File: src/rtl/muldiv_unit.sv
// -----------------------------------------------------------------------------
// muldiv_unit
//   Iterative integer multiply/divide unit (RV32M-style operation set).
//   Multiply uses shift-add and divide uses restoring shift-subtract, both on
//   operand magnitudes, one iteration per clock, DATA_WIDTH iterations total.
//   Sign correction is applied once, when the final result is written.
//   Divide-by-zero and signed overflow complete without iterating.
//
// Ports
//   clk        : clock, all state changes on the rising edge
//   reset_n    : asynchronous active-low reset
//   Start      : request, accepted only in IDLE and only when Kill is low
//   Kill       : abort the in-flight operation (no Done, Result unchanged)
//   Operation  : 0 MUL, 1 MULH, 2 MULHSU, 3 MULHU, 4 DIV, 5 DIVU, 6 REM, 7 REMU
//   SrcA       : multiplicand / dividend
//   SrcB       : multiplier / divisor
//   Busy       : high while iterating (CALC)
//   Done       : one-cycle pulse, Result valid
//   Result     : registered result, held until the next completed operation
// -----------------------------------------------------------------------------
module muldiv_unit #(
  parameter int DATA_WIDTH    = 32,
  parameter int OPCODE_LENGTH = 3
) (
  input  logic                     clk,
  input  logic                     reset_n,
  input  logic                     Start,
  input  logic                     Kill,
  input  logic [OPCODE_LENGTH-1:0] Operation,
  input  logic [DATA_WIDTH-1:0]    SrcA,
  input  logic [DATA_WIDTH-1:0]    SrcB,
  output logic                     Busy,
  output logic                     Done,
  output logic [DATA_WIDTH-1:0]    Result
);

  localparam int W  = DATA_WIDTH;
  localparam int CW = $clog2(W) + 1;

  localparam logic [OPCODE_LENGTH-1:0] OP_MUL    = OPCODE_LENGTH'(0);
  localparam logic [OPCODE_LENGTH-1:0] OP_MULH   = OPCODE_LENGTH'(1);
  localparam logic [OPCODE_LENGTH-1:0] OP_MULHSU = OPCODE_LENGTH'(2);
  localparam logic [OPCODE_LENGTH-1:0] OP_MULHU  = OPCODE_LENGTH'(3);
  localparam logic [OPCODE_LENGTH-1:0] OP_DIV    = OPCODE_LENGTH'(4);
  localparam logic [OPCODE_LENGTH-1:0] OP_DIVU   = OPCODE_LENGTH'(5);
  localparam logic [OPCODE_LENGTH-1:0] OP_REM    = OPCODE_LENGTH'(6);
  localparam logic [OPCODE_LENGTH-1:0] OP_REMU   = OPCODE_LENGTH'(7);

  localparam logic [W-1:0] MOST_NEG = {1'b1, {(W-1){1'b0}}};

  typedef enum logic [1:0] {
    IDLE,
    CALC,
    DONE
  } state_e;

  state_e                     state_q, state_d;
  logic [OPCODE_LENGTH-1:0]   op_q, op_d;
  logic                       neg_q, neg_d;
  logic [W-1:0]               hi_q, hi_d;
  logic [W-1:0]               lo_q, lo_d;
  logic [W-1:0]               b_q, b_d;
  logic [CW-1:0]              cnt_q, cnt_d;
  logic [W-1:0]               result_q, result_d;

  // One iteration over the {hi, lo} pair.
  //   multiply: hi accumulates, lo holds the remaining multiplier bits and
  //             collects product low bits as the pair shifts right.
  //   divide:   hi is the partial remainder, lo shifts the dividend out at the
  //             top and the quotient bits in at the bottom.
  function automatic logic [2*W-1:0] step(input logic         div,
                                          input logic [W-1:0] hi,
                                          input logic [W-1:0] lo,
                                          input logic [W-1:0] b);
    logic [W:0]     sum;
    logic [W:0]     shifted;
    logic [W:0]     diff;
    logic [2*W-1:0] r;
    sum     = {1'b0, hi} + (lo[0] ? {1'b0, b} : '0);
    shifted = {hi, lo[W-1]};
    // Partial remainder is always below the divisor, so shifted < 2*b and the
    // top bit of diff is a reliable borrow flag.
    diff    = shifted - {1'b0, b};
    if (div) begin
      if (!diff[W]) r = {diff[W-1:0], lo[W-2:0], 1'b1};
      else          r = {shifted[W-1:0], lo[W-2:0], 1'b0};
    end else begin
      r = {sum[W:1], sum[0], lo[W-1:1]};
    end
    return r;
  endfunction

  // Request decode (only meaningful in IDLE)
  logic           in_div;
  logic           in_a_sgn, in_b_sgn;
  logic           in_a_neg, in_b_neg;
  logic [W-1:0]   in_a_mag, in_b_mag;
  logic           in_neg;
  logic           in_div_zero, in_ovf;
  logic [W-1:0]   in_special_res;
  logic [2*W-1:0] init_step;

  // Iteration datapath (CALC)
  logic           cur_div;
  logic [2*W-1:0] calc_step;
  logic [2*W-1:0] prod_fix;
  logic [W-1:0]   quo_fix, rem_fix;
  logic [W-1:0]   final_res;

  always_comb begin
    in_div   = (Operation == OP_DIV) || (Operation == OP_DIVU) ||
               (Operation == OP_REM) || (Operation == OP_REMU);
    in_a_sgn = (Operation == OP_MULH) || (Operation == OP_MULHSU) ||
               (Operation == OP_DIV)  || (Operation == OP_REM);
    in_b_sgn = (Operation == OP_MULH) || (Operation == OP_DIV) ||
               (Operation == OP_REM);
    in_a_neg = in_a_sgn & SrcA[W-1];
    in_b_neg = in_b_sgn & SrcB[W-1];
    in_a_mag = in_a_neg ? (~SrcA + 1'b1) : SrcA;
    in_b_mag = in_b_neg ? (~SrcB + 1'b1) : SrcB;
    // Remainder follows the dividend's sign; everything else the XOR of signs.
    in_neg   = (Operation == OP_REM) ? in_a_neg : (in_a_neg ^ in_b_neg);

    in_div_zero = in_div && (SrcB == '0);
    in_ovf      = ((Operation == OP_DIV) || (Operation == OP_REM)) &&
                  (SrcA == MOST_NEG) && (SrcB == '1);
    if (in_div_zero) begin
      in_special_res = ((Operation == OP_DIV) || (Operation == OP_DIVU)) ? '1 : SrcA;
    end else begin
      in_special_res = (Operation == OP_DIV) ? SrcA : '0;
    end

    // The accept edge performs the first iteration; CALC supplies the rest.
    init_step = step(in_div, '0, in_a_mag, in_b_mag);
  end

  always_comb begin
    cur_div   = (op_q == OP_DIV) || (op_q == OP_DIVU) ||
                (op_q == OP_REM) || (op_q == OP_REMU);
    calc_step = step(cur_div, hi_q, lo_q, b_q);

    // Final sign correction on the full-width values of the last iteration.
    prod_fix  = neg_q ? (~calc_step + 1'b1) : calc_step;
    quo_fix   = neg_q ? (~calc_step[W-1:0] + 1'b1) : calc_step[W-1:0];
    rem_fix   = neg_q ? (~calc_step[2*W-1:W] + 1'b1) : calc_step[2*W-1:W];

    if (op_q == OP_MUL) begin
      final_res = prod_fix[W-1:0];
    end else if ((op_q == OP_MULH) || (op_q == OP_MULHSU) || (op_q == OP_MULHU)) begin
      final_res = prod_fix[2*W-1:W];
    end else if ((op_q == OP_DIV) || (op_q == OP_DIVU)) begin
      final_res = quo_fix;
    end else begin
      final_res = rem_fix;
    end
  end

  // State and datapath registers
  always_ff @(posedge clk or negedge reset_n) begin
    if (!reset_n) begin
      state_q  <= IDLE;
      op_q     <= '0;
      neg_q    <= 1'b0;
      hi_q     <= '0;
      lo_q     <= '0;
      b_q      <= '0;
      cnt_q    <= '0;
      result_q <= '0;
    end else begin
      state_q  <= state_d;
      op_q     <= op_d;
      neg_q    <= neg_d;
      hi_q     <= hi_d;
      lo_q     <= lo_d;
      b_q      <= b_d;
      cnt_q    <= cnt_d;
      result_q <= result_d;
    end
  end

  // Next-state and datapath update
  always_comb begin
    state_d  = state_q;
    op_d     = op_q;
    neg_d    = neg_q;
    hi_d     = hi_q;
    lo_d     = lo_q;
    b_d      = b_q;
    cnt_d    = cnt_q;
    result_d = result_q;

    case (state_q)
      IDLE: begin
        if (Start && !Kill) begin
          op_d  = Operation;
          neg_d = in_neg;
          b_d   = in_b_mag;
          cnt_d = CW'(1);
          if (in_div_zero || in_ovf) begin
            state_d  = DONE;
            result_d = in_special_res;
          end else begin
            state_d        = CALC;
            {hi_d, lo_d}   = init_step;
          end
        end
      end
      CALC: begin
        if (Kill) begin
          state_d = IDLE;
        end else begin
          {hi_d, lo_d} = calc_step;
          if (cnt_q == CW'(W - 1)) begin
            state_d  = DONE;
            result_d = final_res;
          end else begin
            cnt_d = cnt_q + CW'(1);
          end
        end
      end
      DONE: begin
        state_d = IDLE;
      end
      default: begin
        state_d = IDLE;
      end
    endcase
  end

  // Outputs
  always_comb begin
    Busy   = (state_q == CALC);
    Done   = (state_q == DONE);
    Result = result_q;
  end

endmodule

File: config.mk
export PLATFORM = sky130hd
export DESIGN_NAME = muldiv_unit
export DESIGN_NICKNAME = d
export VERILOG_FILES = /design/src/rtl/muldiv_unit.sv
export SDC_FILE = /design/constraint.sdc
export NUM_CORES = 1
export LEC_CHECK = 0
export ABC_AREA = 1
export BUFFER_PORTS_ARGS = -buffer_cell sky130_fd_sc_hd__buf_2
export CAP_MARGIN = 25
export CELL_PAD_IN_SITES_DETAIL_PLACEMENT = 0
export CELL_PAD_IN_SITES_GLOBAL_PLACEMENT = 1
export CORE_MARGIN = 2
export CORE_UTILIZATION = 48
export CTS_BUF_LIST = sky130_fd_sc_hd__clkbuf_4
export DETAILED_ROUTE_END_ITERATION = 10
export PLACE_DENSITY = 0.9
export SETUP_SLACK_MARGIN = 0.02
export SYNTH_ARGS = -nofsm -noshare
export SYNTH_HDL_FRONTEND = slang
export SYNTH_SLANG_ARGS = --single-unit
File: constraint.sdc
create_clock -name clk -period 11.74 [get_ports clk]
set_input_delay 0.587 -clock clk [delete_from_list [all_inputs] [get_ports clk]]
set_output_delay 0.587 -clock clk [all_outputs]
set_load 0.02 [all_outputs]
==> results by group <==
Outcome
  • Status: finished, final reports clean

Floorplanning
  • IO Pins: approximately 110
  • Initial Utilization: 48.59%
  • Site Rows: between 70 and 80
  • Die Ht: 201.6 um
  • Die area: 40,630 um2
  • Horiz. Die Dim: 201.6 um
  • CORE AREA: just under 40,000 um2

GRT
  • Largest net degree at the start of global routing: 86
  • Number of global-route vias before repair: 20,440
  • First-pass GRT wire length: 123,500 um
  • GRT overflow: 0
  • Initial antenna violation count: 2
  • GR Util All Layers: around two fifths

Synth
  • Top cells by area, synth: nand2_1 (21%), dfrtp_1 (19%), inv_1 (8.7%)
  • Syn Area/Cell: 5.655 um2
  • Async set-reset flop share out of synthesis: 100.0%
  • Synth area leader: nand2_1
  • Area of the mapped netlist: 18,740 um2
  • XOR/XNOR Fraction of Synth Area: 4.955%
  • Simple-gate portion of the synthesized area: 44.84%
  • Adder and majority cell fraction of the synthesized area: 5.022%
  • Synth top area share: 20.82%
  • Cells after Synth: 3,313
  • Synth cell types: 60
  • Top FF cell, synth: dfrtp_1
  • Mux cell area share after synthesis: 0%
  • Net Count, Synth: 3,458
  • Seq/Total Area, Yosys: 18.70%
  • Main combinational cell family by area after synthesis: simple AND/OR/NAND/NOR gates
  • Synth Warn #: 0
  • Synthesis-stage register bit count: 140
  • Post-synthesis compound-gate area fraction: 14.53%
  • Post-synth EDFFs: 0

Critical path
  • Critical Path Fanout Max: 13
  • WP buf/inv: 3
  • Critical path startpoint category: register
  • FF-to-FF path depth: 31
  • Critical path arrival: 5500 ps
  • CP Capture Type: register
  • R2r setup slk: 6810 ps
  • Max stage delay cell, worst path: dfrtp_1
  • WS Path Type: register to register
  • Largest stage delay, worst path: about 400 ps
  • FF-to-FF End: Result[14]
  • Critical Path RT: 12,310 ps
  • Critical path's top delay family: simple AND/OR/NAND/NOR gates
  • Cell mode on critical path: nand2_1
  • Worst Setup SP: lo_q[31]
  • R2r startpoint: lo_q[31]
  • Crit path capture: Result[14]
  • CP Depth: 31

Finish
  • Multi-input logic area: 13,020 um2
  • Fill count: 4,263
  • Nets@finish: 3,495
  • Commonest cells after routing, fill and taps aside: nand2_1 (1,039), inv_1 (433), nor2_1 (379)
  • Commonest non-fill, non-tap cell in the layout: nand2_1
  • Layout cells sized above 1: 9.337%
  • Area Overhead vs Synth: 6.525%
  • Sequential standard cell area: 3508 um2

Placed design
  • HPWL Detailed: 66,270 um
  • Final Wtd Congestion: 1.069
  • Setup WS pre-CTS: roughly 6900 ps
  • I/O Buffers: around 100

Worst hold path
  • Hold Path Class: input pin to register
  • Hold depth: 3

Detailed routing
  • Drt drc: 0
  • DR vias/cell: 5.814
  • Drt total wl: 83,080 um
  • Initial DRC Count: 2,715
  • Routed Antenna Nets: 0
  • First-pass DRT Iterations: 7
  • DR WL/cell: 21.40 um
  • Via count: 22,570

Clocking
  • TritonCTS clock tree: done
  • CTS buffer count: 17
  • Worst-skew pair later-pin latency: 690 ps
  • CTS Root Cell: clkbuf_4
  • CTS max path bufs: 2
  • Clk sinks: 140
  • Clock-pin slew on the worst setup and hold paths: 140 ps
  • Post-CTS sizing: 0
  • CTS HTree Levels: 4

Timing
  • Max-slew headroom: 31.95%
  • Fin. max-slew vios: 0
  • Final hold violations: 0
  • Least-Margin Pin Slew: about 1000 ps
  • RSZ-0062 raised after global routing: no
  • Setup TNS: 0 ps
  • Peak Freq: 203.0 MHz
  • Endpoints failing setup: 0
  • Minimum clock period: 4926 ps
  • Worst Slack Setup Final: just under 7000 ps
  • Clock Skew: between 30 and 40 ps
  • Part of the cycle the worst path needs: 41.96%

Flow run
  • # Max-Cap Violations: 0
[cell families after synthesis]
kind of cell,count (synthesis)
AND/OR/NAND/NOR,1940
buffers and inverters,565
XOR/XNOR,106
AO/OA/AOI/OAI,488
flip-flops,140
adder cells (fa/ha/maj),74
[metal layers]
metal	global-route usage (%)	vias up	share of wire, %
met2	56.98	1292	41
met1	56.23	10450	42
met5	0	-	0
li1	-	10670	-
met4	15.60	0	3.8
met3	13.07	158	13
[state kept, by name (all words and copies together) (netlist names)]
signal	flops
Result	32
b_q	32
hi_q	32
lo_q	32
cnt_q	6
op_q	3
state_q	2
neg_q	1
[cells in the mapped netlist, types with 16 or more instances]
cell type	instances
nand2_1	1039
inv_1	434
nor2_1	383
nand3_1	277
o21ai_0	206
a21oi_1	160
dfrtp_1	140
xor2_1	79
clkbuf_1	75
ha_1	72
nand4_1	51
nand2_2	43
nor3_1	40
xnor2_1	27
nor2_2	24
a31oi_1	19
o21ai_1	19
nand3_2	16
[repair_timing]
action	4_1_cts	5_1_grt
hold buffers	1	0
endpoints found under the hold margin	76	0
endpoints found under the setup margin	0	0
setup buffers	0	0
[worst reg2reg max path: cells and delay by family (launching register included)]
family | cells | cell delay, ps
buffers and inverters | 3 | 310
DFF | 1 | 410
AOI/OAI and AO/OA | 2 | 340
adders and majority gates | 3 | 760
and+or+nand+nor | 23 | 3010
[worst min-delay path by stage]
stage / to / start
after detailed placement: Result[16] / Result[16]
final: op_q[0] / Operation[0]
after global routing: op_q[0] / Operation[0]
after floorplan: Result[0] / reset_n
after CTS: op_q[0] / Operation[0]
after global placement: Result[13] / Result[13]
[through the flow]
step / std cells / utilization [%] / cell area (um2) / hold slack [ps]
after detailed placement: 3845 / 50.75 / 19570 / 463.5
final: 3882 / 51.76 / 19960 / 199.5
after floorplan: 3313 / - / 18740 / 291.4
after CTS: 3878 / 51.65 / 19920 / 149.0
after global placement: 3845 / 50.75 / 19570 / 458.6
after global routing: 3882 / 51.76 / 19960 / 189.0
[layout make-up]
type | instances | area share [%]
clock inverters | 15 | 1.053
repair buffers | 130 | 3.718
inverters | 453 | 8.520
flip-flops and latches | 140 | 17.58
well taps | 518 | 3.247
clock buffers | 17 | 0.6395
diodes | 1 | 0.01254
multi-input cells | 2608 | 65.23
Power is not shown: default switching activity piles up to over one toggle a cycle in this logic, so the estimate is an artifact.
